### src/rtl/bus_src_fifo.sv
// Per-terminal source FIFO feeding the bus generator/arbiter: first-word
// fall-through head, one-cycle pop strobe, sticky overflow/underflow accounting.
module bus_src_fifo #(
  parameter int pckg_sz = 16,
  parameter int depth   = 15,
  parameter int af_lvl  = 12
) (
  input  logic                       clk,
  input  logic                       reset,
  input  logic                       wr_en,
  input  logic [pckg_sz-1:0]         wr_data,
  output logic                       full,
  output logic                       almost_full,
  output logic [$clog2(depth+1)-1:0] count,
  output logic                       pndng,
  output logic [pckg_sz-1:0]         D_pop,
  input  logic                       pop,
  output logic                       ovf,
  output logic                       udf,
  output logic [7:0]                 drop_cnt,
  input  logic                       clr_flags
);

  localparam int CW = $clog2(depth + 1);
  localparam int PW = $clog2(depth);

  logic [pckg_sz-1:0] mem_q [depth];
  logic [PW-1:0]      wr_ptr_q, wr_ptr_d;
  logic [PW-1:0]      rd_ptr_q, rd_ptr_d;
  logic [CW-1:0]      count_q, count_d;
  logic               ovf_q, ovf_d;
  logic               udf_q, udf_d;
  logic [7:0]         drop_cnt_q, drop_cnt_d;

  logic pop_eff, wr_acc, drop, udf_evt;

  // Pointers wrap at depth-1 so non-power-of-two depths work.
  function automatic logic [PW-1:0] ptr_inc(input logic [PW-1:0] p);
    return (p == PW'(depth - 1)) ? '0 : p + PW'(1);
  endfunction

  assign pndng       = (count_q != '0);
  assign full        = (count_q == CW'(depth));
  assign almost_full = (count_q >= CW'(af_lvl));
  assign count       = count_q;
  assign ovf         = ovf_q;
  assign udf         = udf_q;
  assign drop_cnt    = drop_cnt_q;
  assign D_pop       = pndng ? mem_q[rd_ptr_q] : '0;

  assign pop_eff = pop && pndng;
  assign wr_acc  = wr_en && (!full || pop_eff);
  assign drop    = wr_en && full && !pop_eff;
  assign udf_evt = pop && !pndng;

  always_comb begin
    // NOTE: every output of this block gets a default first so no latch is inferred.
    wr_ptr_d   = wr_acc  ? ptr_inc(wr_ptr_q) : wr_ptr_q;
    rd_ptr_d   = pop_eff ? ptr_inc(rd_ptr_q) : rd_ptr_q;
    count_d    = count_q;
    ovf_d      = ovf_q;
    udf_d      = udf_q;
    drop_cnt_d = drop_cnt_q;

    case ({wr_acc, pop_eff})
      2'b10:   count_d = count_q + CW'(1);
      2'b01:   count_d = count_q - CW'(1);
      default: count_d = count_q;
    endcase

    // A new event in the same cycle as clr_flags overrides the clear.
    if (clr_flags) begin
      ovf_d      = 1'b0;
      udf_d      = 1'b0;
      drop_cnt_d = '0;
    end
    if (drop) begin
      ovf_d = 1'b1;
      if (drop_cnt_d != 8'hFF) drop_cnt_d = drop_cnt_d + 8'd1;
    end
    if (udf_evt) udf_d = 1'b1;
  end

  // NOTE: sequential state uses non-blocking assignments so all registers update together.
  always_ff @(posedge clk or posedge reset) begin
    if (reset) begin
      wr_ptr_q   <= '0;
      rd_ptr_q   <= '0;
      count_q    <= '0;
      ovf_q      <= 1'b0;
      udf_q      <= 1'b0;
      drop_cnt_q <= '0;
    end else begin
      wr_ptr_q   <= wr_ptr_d;
      rd_ptr_q   <= rd_ptr_d;
      count_q    <= count_d;
      ovf_q      <= ovf_d;
      udf_q      <= udf_d;
      drop_cnt_q <= drop_cnt_d;
    end
  end

  // NOTE: storage is deliberately not reset; count gates D_pop, so stale entries are never visible.
  always_ff @(posedge clk) begin
    if (wr_acc) mem_q[wr_ptr_q] <= wr_data;
  end

endmodule

### config.mk
export PLATFORM = sky130hd
export DESIGN_NAME = bus_src_fifo
export DESIGN_NICKNAME = d
export VERILOG_FILES = /design/src/rtl/bus_src_fifo.sv
export SDC_FILE = /design/constraint.sdc
export NUM_CORES = 1
export LEC_CHECK = 0
export CELL_PAD_IN_SITES_DETAIL_PLACEMENT = 0
export CELL_PAD_IN_SITES_GLOBAL_PLACEMENT = 2
export CORE_UTILIZATION = 41
export CTS_CLUSTER_DIAMETER = 50
export DETAILED_ROUTE_END_ITERATION = 8
export PLACE_DENSITY = 0.77
export SYNTH_ARGS = -nofsm -noshare
export SYNTH_HDL_FRONTEND = slang
export SYNTH_SLANG_ARGS = --single-unit
### constraint.sdc
create_clock -name clk -period 2.9 [get_ports clk]
set_input_delay 0.435 -clock clk [delete_from_list [all_inputs] [get_ports clk]]
set_output_delay 0.435 -clock clk [all_outputs]
set_load 0.05 [all_outputs]
==> results_dict.tcl, run 1 <==
set metrics [dict create \
    outcome "completed" \
    cts_max_path_buffers 3 \
    synth_warnings 0 \
    crit_family "buffers and inverters" \
    cts_tree "built" \
    hold_path.class "primary input to asynchronous set/reset pin" \
    slew_headroom 0.400 \
    start_util 0.417 \
    finalInstanceArea_sq_um 12700 \
    utilization 0.506 \
    totalWireLength_um 23000 \
    dr_total_vias 5614 \
    fillers 2031 \
    die_x_um 162 \
    fmax_ghz 0.348 \
    ys_async_sr_fraction 0.0840 \
    routed_via_density 5.39 \
    wl_per_cell_um 22.1 \
    dieArea_sq_um 26300 \
    grt_pass1_wl_um 35200 \
    finalPower_mw 13.4 \
    dpl.hpwl_um 14600 \
    layout-drive-gt1-share 0.237 \
    cts-htree-levels 1 \
    max_stage_delay_ps 480 \
    setup_violations 0 \
    syn_nets 622 \
    critPathArrivalTime_ps 2440 \
    reg2reg_depth 12 \
    drv_cap 0 \
    reg2reg_slack_ps 360 \
    grt_max_degree 33 \
    crit_fanout 6 \
    p_leak_nw 4.28 \
    ys_seq_elements 262 \
    synth_cells 597 \
    synth_edf_count 240 \
    clock_sink_count 262 \
    overflow 0 \
    syn_to_final_growth_pct 21.2 \
    finalCritPeriodShare 0.992 \
    ys_seq_area_frac 0.738 \
    cp_common_cell "buf_4" \
    power.density_nw_per_um2 1050 \
    clk_pin_slew_worst_paths_ps 60 \
    grt_pass1_vias 5812 \
    rr_startpoint "count[1]" \
    clk_latency_ps 520 \
    critPathSlowestCell "dfrtp_4" \
    die_h_um 162 \
    cts_buffers 27 \
    post-route-drc-count 0 \
    worstSetupEndpointType "primary output" \
    initialDrtViolationCount 387 \
    peakVddDrop_v 0.000662 \
    path_class "flip-flop to primary output" \
    hold_viol 0 \
    place_area_sq_um 11800 \
    ant_nets 0 \
    tightest_slew_ps 898 \
    whs_ps 407 \
    start_kind "flip-flop" \
    slew_violations 0 \
    grt_usage 0.180 \
    required_ps 2470 \
    grt_antenna_before_repair 1 \
    skew_ps 8.38 \
    diodes 0 \
    synth.avg_cell_area_sq_um 17.6 \
    critPathBufInv 3 \
    seq_area_sq_um 7760 \
    nets 720 \
    gp_congestion 0.741 \
    multi_input_area_sq_um 2640 \
    row_count 58 \
    crit_chain "buf_4 -> buf_4 -> mux4_2 -> a211oi_1 -> a211oi_2 -> buf_4" \
    synth_flop_cell "edfxtp_1" \
    regToRegEndpoint "count[2]" \
    syn_area_sq_um 10500 \
    io_pins 54 \
    root_buffer "clkbuf_16" \
    min_period_ps 2880 \
    port_buffers 53 \
    synthDistinctLibCells 51 \
    drt-pass1-iter-count 4 \
    ctsHoldBuffers 0 \
    core_sq_um 25200 \
]
==> registers in the layout (all words and copies together) (netlist names) <==
signal    flops
count         4
drop_cnt      8
mem_q       240
ovf           1
rd_ptr_q      4
udf           1
wr_ptr_q      4
==> worst register-to-register path: cells and delay by family, from the launching register on <==
family                     cells  cell delay, ps
and+or+nand+nor                3             510
adders and majority gates      2             460
DFF                            1             480
buffers and inverters          3             330
xor gates and xnor gates       3             470
AOI/OAI and AO/OA              1             170
==> cells by family (layout without fill, tap and decap cells) <==
group / Yosys count / after routing / synth area share
buf+inv: 42 / 157 / 0.0229
compound gates: 106 / 106 / 0.0600
xor+xnor: 7 / 7 / 0.00583
flops: 262 / 262 / 0.738
mux: 84 / 84 / 0.120
simple gates: 92 / 92 / 0.0485
fa+ha+maj: 4 / 4 / 0.00476
==> report_power, final <==
| part | switching [mW] | internal, mW |
|---|---|---|
| Sequential | 0.254 | 4.54 |
| Combinational | 3.08 | 2.40 |
| Clock | 1.32 | 1.80 |
| Total | 4.66 | 8.74 |
==> per-stage QoR <==
step | instances | setup TNS, ps | setup WS (ps)
4_1_cts | 1036 | 0 | 1.86
3_3_place_gp | 985 | 0 | 304
5_1_grt | 1042 | -62.4 | -60.8
2_1_floorplan | 597 | 0 | 39.7
6_report | 1042 | 0 | 23.4
3_5_place_dp | 985 | 0 | 297
==> how the worst max path moves through the flow <==
| stage | startpoint | endpoint | slack, ps | depth (start not counted) |
|---|---|---|---|---|
| 6_report | rd_ptr_q[0] | D_pop[14] | 20 | 6 |
| 5_1_grt | rd_ptr_q[0] | D_pop[14] | -60 | 6 |
| 4_1_cts | rd_ptr_q[0] | D_pop[10] | 2 | 5 |
| 3_5_place_dp | rd_ptr_q[3] | D_pop[10] | 300 | 5 |
| 3_3_place_gp | rd_ptr_q[3] | D_pop[10] | 300 | 5 |
| 2_1_floorplan | count[1] | D_pop[0] | 40 | 5 |
==> synthesized netlist by cell type (5+ instances only) <==
master	count	area, sq um
o22ai_1	11	68.8
nand2b_1	5	31.3
buf_2	9	45.0
inv_1	7	26.3
edfxtp_1	240	7210
o21ai_1	11	55.1
mux2_2	5	56.3
clkbuf_1	16	60.1
nor2b_1	11	68.8
a21oi_1	22	110
xor2_1	6	52.6
mux2i_1	46	460
nor2_1	13	48.8
dfrtp_1	22	551
a22oi_1	11	82.6
o21ai_0	31	155
mux4_2	33	743
a211oi_1	8	60.1
nor3_1	14	70.1
nand2_1	24	90.1
==> per-layer routing <==
metal,global-route usage,share of wire,vias up
met2,0.301,0.50,130
met5,0,0.00065,-
met1,0.247,0.44,2887
met3,0.0304,0.051,23
met4,0.0407,0.013,2
li1,-,-,2572
==> timing repair <==
| item | 4_1_cts | 5_1_grt |
|---|---|---|
| setup endpoints to repair | 16 | 15 |
| pin swaps | 1 | 3 |
| cloned | 0 | 0 |
| setup buffers | 5 | 6 |
| resized for setup | 12 | 10 |
==> layout by cell type (no fill, tap or decap), types with 19 or more instances in the layout <==
| cell type | n |
|---|---|
| a21oi_1 | 22 |
| buf_4 | 46 |
| clkbuf_16 | 27 |
| clkdlybuf4s50_1 | 37 |
| dfrtp_1 | 19 |
| edfxtp_1 | 240 |
| mux2i_1 | 46 |
| mux4_2 | 33 |
| nand2_1 | 24 |
| o21ai_0 | 30 |
==> final cells by class <==
type / count / area share
clock buffer: 36 / 0.0557
timing repair buffer: 104 / 0.0867
sequential: 262 / 0.609
multi-input combinational: 293 / 0.207
inverter: 7 / 0.00206
tap: 330 / 0.0324
clock inverter: 10 / 0.00629
Power figures use the tool's default switching activity.
==> run 2: changes to the inputs <==
--- a/config.mk
+++ b/config.mk
@@ -11,6 +11,7 @@
 export CTS_CLUSTER_DIAMETER = 50
 export DETAILED_ROUTE_END_ITERATION = 8
 export PLACE_DENSITY = 0.77
+export SLEW_MARGIN = 30
 export SYNTH_ARGS = -nofsm -noshare
 export SYNTH_HDL_FRONTEND = slang
 export SYNTH_SLANG_ARGS = --single-unit
==> constraint.sdc (replaced) <==
create_clock -name clk -period 2.4 [get_ports clk]
set_input_delay 0.36 -clock clk [delete_from_list [all_inputs] [get_ports clk]]
set_output_delay 0.36 -clock clk [all_outputs]
set_load 0.05 [all_outputs]
==> results_dict.tcl, run 2 (synthesized netlist as in run 1, its figures left out) <==
set metrics [dict create \
    drv_cap 0 \
    reg2reg_depth 12 \
    reg2reg_slack_ps 120 \
    dr_total_vias 5874 \
    cts_buffers 27 \
    largest_reg_flops 240 \
    setup_violations 16 \
    tightest_slew_ps 620 \
    worstSetupEndpointType "primary output" \
    row_count 58 \
    totalWireLength_um 24300 \
    slew_violations 0 \
    wl_per_cell_um 22.9 \
    die_h_um 162 \
    core_sq_um 25200 \
    hold_path.class "primary input to asynchronous set/reset pin" \
    required_ps 2040 \
    io_pins 54 \
    diodes 0 \
    path_class "flip-flop to primary output" \
    drt-pass1-iter-count 4 \
    gp_congestion 0.753 \
    cts_max_path_buffers 3 \
    rr_startpoint "count[3]" \
    grt_usage 0.188 \
    finalPower_mw 17.5 \
    fmax_ghz 0.374 \
    root_buffer "clkbuf_16" \
    outcome "finished with violations" \
    worst_slack_ps -274 \
    fillers 1946 \
    multi_input_area_sq_um 2830 \
    initialDrtViolationCount 457 \
    regToRegEndpoint "count[2]" \
    clk_latency_ps 530 \
    start_util 0.417 \
    dieArea_sq_um 26300 \
    nets 734 \
    top_register "mem_q" \
    grt_pass1_wl_um 36700 \
    violations "negative setup slack" \
    layout-drive-gt1-share 0.327 \
    skew_ps 21.7 \
    final_common_cell "edfxtp_1" \
    grt_antenna_before_repair 0 \
    min_period_ps 2670 \
    routed_via_density 5.54 \
    overflow 0 \
    clock_sink_count 262 \
    die_x_um 162 \
    power.density_nw_per_um2 1310 \
    final_cell_mix "240 x edfxtp_1, 44 x mux2i_1, 42 x buf_4" \
    finalCritPeriodShare 1.11 \
    crit_fanout 7 \
    place_ws_ps 8.11 \
    dpl.hpwl_um 14600 \
    peakVddDrop_v 0.000696 \
    start_kind "flip-flop" \
    grt_max_degree 34 \
    syn_to_final_growth_pct 27.7 \
    grt_setup_unrepaired "yes" \
    slew_headroom 0.585 \
    grt_pass1_vias 6079 \
    post-route-drc-count 0 \
    worst_setup_path_startpoint "rd_ptr_q[0]" \
    ant_nets 0 \
    ctsHoldBuffers 0 \
    seq_area_sq_um 7770 \
    hold_viol 0 \
    cts-htree-levels 1 \
    clk_pin_slew_worst_paths_ps 60 \
    cts_tree "built" \
    critPathArrivalTime_ps 2310 \
    port_buffers 53 \
    p_leak_nw 4.54 \
]
-- run 2: cell count changes in the layout (fill, tap and decap cells not counted), moves of 5 or more --
| cell | change |
|---|---|
| a22oi_1 | -10 |
| a22oi_2 | +10 |
| buf_12 | +8 |
| buf_16 | +5 |
| clkbuf_1 | -7 |
| clkinv_2 | +5 |
| nor2_1 | -5 |
| nor2_2 | +5 |
| o21ai_1 | -5 |
| o21ai_2 | +9 |
-- run 2: final cells by class --
cell class	count	share of cell area
sequential	262	0.579
multi-input combinational	293	0.211
timing repair buffer	118	0.109
clock buffer	30	0.0519
tap	330	0.0308
clock inverter	20	0.0163
inverter	7	0.00214
-- run 2: layer usage --
| layer | track usage | vias up | part of all wire |
|---|---|---|---|
| met2 | 0.318 | 152 | 0.50 |
| li1 | - | 2609 | - |
| met3 | 0.0271 | 40 | 0.053 |
| met5 | 0 | - | 0 |
| met1 | 0.254 | 3073 | 0.42 |
| met4 | 0.0510 | 0 | 0.022 |
-- run 2: how the worst max path moves through the flow --
stage / endpoint / slack [ps]
global placement: count[2] / 60
CTS: D_pop[14] / -300
global route: D_pop[15] / -340
floorplan: mem_q[13][0] / -250
finish: D_pop[14] / -270
detailed placement: mem_q[1][8] / 8
-- run 2: per-stage QoR --
step           utilization  cell area, sq um  cells  setup TNS (ps)  hold slack [ps]
2_1_floorplan            -             10600    597           -9010              349
3_3_place_gp         0.477             12000    996               0              530
3_5_place_dp         0.477             12000    996               0              521
4_1_cts              0.530             13300   1059           -4450              121
5_1_grt              0.533             13400   1060           -5150              159
6_report             0.533             13400   1060           -3880              126
-- run 2: report_power, final --
group | switching, mW | internal [mW] | total, mW | leakage, nW
clock | 1.69 | 2.53 | 4.23 | 0.443
sequential | 0.321 | 5.49 | 5.82 | 2.45
combinational | 4.05 | 3.43 | 7.49 | 1.65
total | 6.07 | 11.5 | 17.5 | 4.54
-- run 2: timing repair --
action / 4_1_cts / 5_1_grt
setup endpoints to repair: 17 / 17
setup buffers: 8 / 1
pin swaps: 15 / 4
gates cloned: 5 / 0
resized for setup: 53 / 16
-- run 2: critical path: stages, from the launching register on --
cell and delay (ps):
dfrtp_4 530, buf_12 170, buf_12 130, mux2_2 260
mux2_4 270, mux2i_2 170, a211oi_2 110, buf_12 160
==> run 3: changes to the inputs <==
--- a/config.mk
+++ b/config.mk
@@ -5,12 +5,13 @@
 export SDC_FILE = /design/constraint.sdc
 export NUM_CORES = 1
 export LEC_CHECK = 0
+export ABC_AREA = 1
 export CELL_PAD_IN_SITES_DETAIL_PLACEMENT = 0
 export CELL_PAD_IN_SITES_GLOBAL_PLACEMENT = 2
-export CORE_UTILIZATION = 41
+export CORE_UTILIZATION = 36
 export CTS_CLUSTER_DIAMETER = 50
 export DETAILED_ROUTE_END_ITERATION = 8
-export PLACE_DENSITY = 0.77
+export PLACE_DENSITY = 0.78
 export SLEW_MARGIN = 30
 export SYNTH_ARGS = -nofsm -noshare
 export SYNTH_HDL_FRONTEND = slang
==> constraint.sdc (replaced) <==
create_clock -name clk -period 2.4 [get_ports clk]
set_input_delay 0.72 -clock clk [delete_from_list [all_inputs] [get_ports clk]]
set_output_delay 0.72 -clock clk [all_outputs]
set_load 0.05 [all_outputs]
==> results_dict.tcl, run 3 <==
set metrics [dict create \
    outcome "finished with violations" \
    violations "negative setup slack" \
    finalPower_mw 19.9 \
    cts_max_path_buffers 3 \
    finalInstanceArea_sq_um 14900 \
    ctsHoldBuffers 0 \
    peakVddDrop_v 0.00175 \
    fin_tns_setup_ps -8450 \
    start_util 0.368 \
    clk_pin_slew_worst_paths_ps 60 \
    ys_seq_area_frac 0.684 \
    p_leak_nw 6.26 \
    root_buffer "clkbuf_16" \
    hold_path.class "flip-flop to flip-flop" \
    skew_ps 13.2 \
    top_register "mem_q" \
    die_x_um 180 \
    wl_per_cell_um 18.5 \
    power_frac_seq 0.286 \
    yosysTopAreaCell "edfxtp_1" \
    final_common_cell "nand2_1" \
    crit_fanout 6 \
    synth_top_family_by_area "simple AND/OR/NAND/NOR gates" \
    utilization 0.485 \
    synth_area_leaders "edfxtp_1 64%, nand2_1 12%, nand3_1 5.6%" \
    post-route-drc-count 0 \
    io_pins 54 \
    place_ws_ps -199 \
    drt-pass1-iter-count 7 \
    critPathBufInv 4 \
    synth_edf_count 240 \
    worstSetupEndpointType "primary output" \
    cp_common_cell "nand2_1" \
    crit_chain "buf_4 -> nor2_4 -> buf_6 -> nand2_1 -> nand3_1 -> nand2_2 -> nand2_1 -> inv_1 -> a21oi_2 -> buf_12" \
    grt_antenna_before_repair 0 \
    tightest_slew_ps 757 \
    cts-htree-levels 1 \
    dr_total_vias 8003 \
    synth_xor_area_frac 0.00618 \
    row_count 64 \
    cts_buffers 31 \
    initialDrtViolationCount 487 \
    dpl.hpwl_um 20100 \
    grt_max_degree 46 \
    core_sq_um 30800 \
    crit_family "flip-flops" \
    start_kind "flip-flop" \
    synth-simple-area-share 0.220 \
    slew_headroom 0.494 \
    synth_mux_area_frac 0 \
    yosys.area_share.adder 0.00441 \
    internal-power_mw 12.1 \
    routed_via_density 4.81 \
    critPathArrivalTime_ps 2250 \
    syn_nets 1111 \
    required_ps 1680 \
    synthDominantCellAreaShare 0.635 \
    ys_seq_elements 262 \
    nets 1269 \
    ant_nets 0 \
    totalWireLength_um 30900 \
    dieArea_sq_um 32200 \
    switching_share 0.389 \
    gp_congestion 0.830 \
    drv_cap 0 \
    syn_area_sq_um 11300 \
    max_stage_delay_ps 540 \
    fmax_ghz 0.336 \
    place_area_sq_um 13500 \
    synth-compound-area-share 0.0202 \
    setup_violations 16 \
    min_period_ps 2970 \
    combPwrFrac 0.471 \
    syn_to_final_growth_pct 31.7 \
    layout-drive-gt1-share 0.232 \
    p_switching_mw 7.74 \
    clk_latency_ps 560 \
    synthDistinctLibCells 30 \
    die_h_um 180 \
    grt_pass1_vias 8050 \
    synth_common_cells "375 x nand2_1, 240 x edfxtp_1, 127 x nand3_1" \
    slew_violations 0 \
    path_class "flip-flop to primary output" \
    cts_tree "built" \
    clkPwrFrac 0.243 \
    clock_sink_count 262 \
    synth_cells 1086 \
    diodes 0 \
    grt_setup_unrepaired "yes" \
    grt_usage 0.190 \
    worst_slack_ps -574 \
    ys_async_sr_fraction 0.0840 \
    largest_reg_flops 240 \
    grt_pass1_wl_um 46900 \
    finalCritPeriodShare 1.24 \
    synth.most_common_cell "nand2_1" \
    port_buffers 53 \
    synth.avg_cell_area_sq_um 10.4 \
    synth_warnings 0 \
    hold_viol 0 \
    critPathSlowestCell "dfrtp_4" \
    power.density_nw_per_um2 1330 \
    overflow 0 \
    final_cell_mix "356 x nand2_1, 240 x edfxtp_1, 124 x inv_1" \
    synth_flop_cell "edfxtp_1" \
]
==> run 3: timing repair <==
item | in CTS | in global routing
setup endpoints to repair | 30 | 16
gates resized for setup | 55 | 30
pin swaps | 5 | 14
buffers inserted | 5 | 3
gates cloned | 0 | 5
==> run 3: path summary, 6_finish.rpt <==
check                                 end  depth (start not counted)        start  slack, ps
worst max-delay path            D_pop[15]                         10  rd_ptr_q[0]       -570
worst min-delay path                  ovf                          2          ovf        480
worst max register to register   count[2]                         11     count[2]        300
worst min register to register        ovf                          2          ovf        480
max in group asynchronous             ovf                          3        reset       1340
min in group asynchronous        count[1]                          2        reset        540
==> run 3: kinds of logic (layout without fill, tap and decap cells) <==
family,Yosys count,after routing
AOI/OAI and AO/OA,44,44
xor gates and xnor gates,8,8
adders and majority gates,4,4
buffers and inverters,177,360
DFF,262,262
and+or+nand+nor,591,591
==> run 3: per-layer routing <==
layer / track usage / wire length (um) / vias up
li1: - / - / 3897
met1: 0.267 / 14300 / 3856
met2: 0.313 / 14500 / 208
met3: 0.0271 / 1610 / 42
met4: 0.0455 / 456 / 0
met5: 0 / 0 / -
==> run 3: layout make-up <==
cell class	instances	area [sq um]
fill	2777	15900
sequential	262	7770
multi-input combinational	647	3230
timing repair buffer	168	1880
clock buffer	34	787
inverter	134	513
tap	396	495
clock inverter	24	273
==> run 3: power by group through the flow <==
stage / clock network, mW / registers (mW) / logic (mW)
floorplan: 0 / 5.85 / 4.64
global placement: 0 / 5.78 / 8.61
detailed placement: 0 / 5.78 / 8.61
CTS: 4.90 / 5.69 / 8.96
global route: 5.08 / 5.74 / 10.1
finish: 4.83 / 5.69 / 9.37
==> run 3: per-stage QoR <==
stage,hold WS [ps],std cells
floorplan,535,1086
global placement,465,1594
detailed placement,479,1594
CTS,484,1657
global route,529,1665
finish,482,1665
==> run 3: worst register-to-register path: stages, from the launching register on <==
cell and delay (ps):
dfrtp_2 450, nor2_2 180, nand3_4 160, nand2_4 100, buf_4 140, inv_1 90, ha_4 170, xor2_1 150
ha_2 170, a21oi_1 140, xor2_1 170, o21ai_1 70
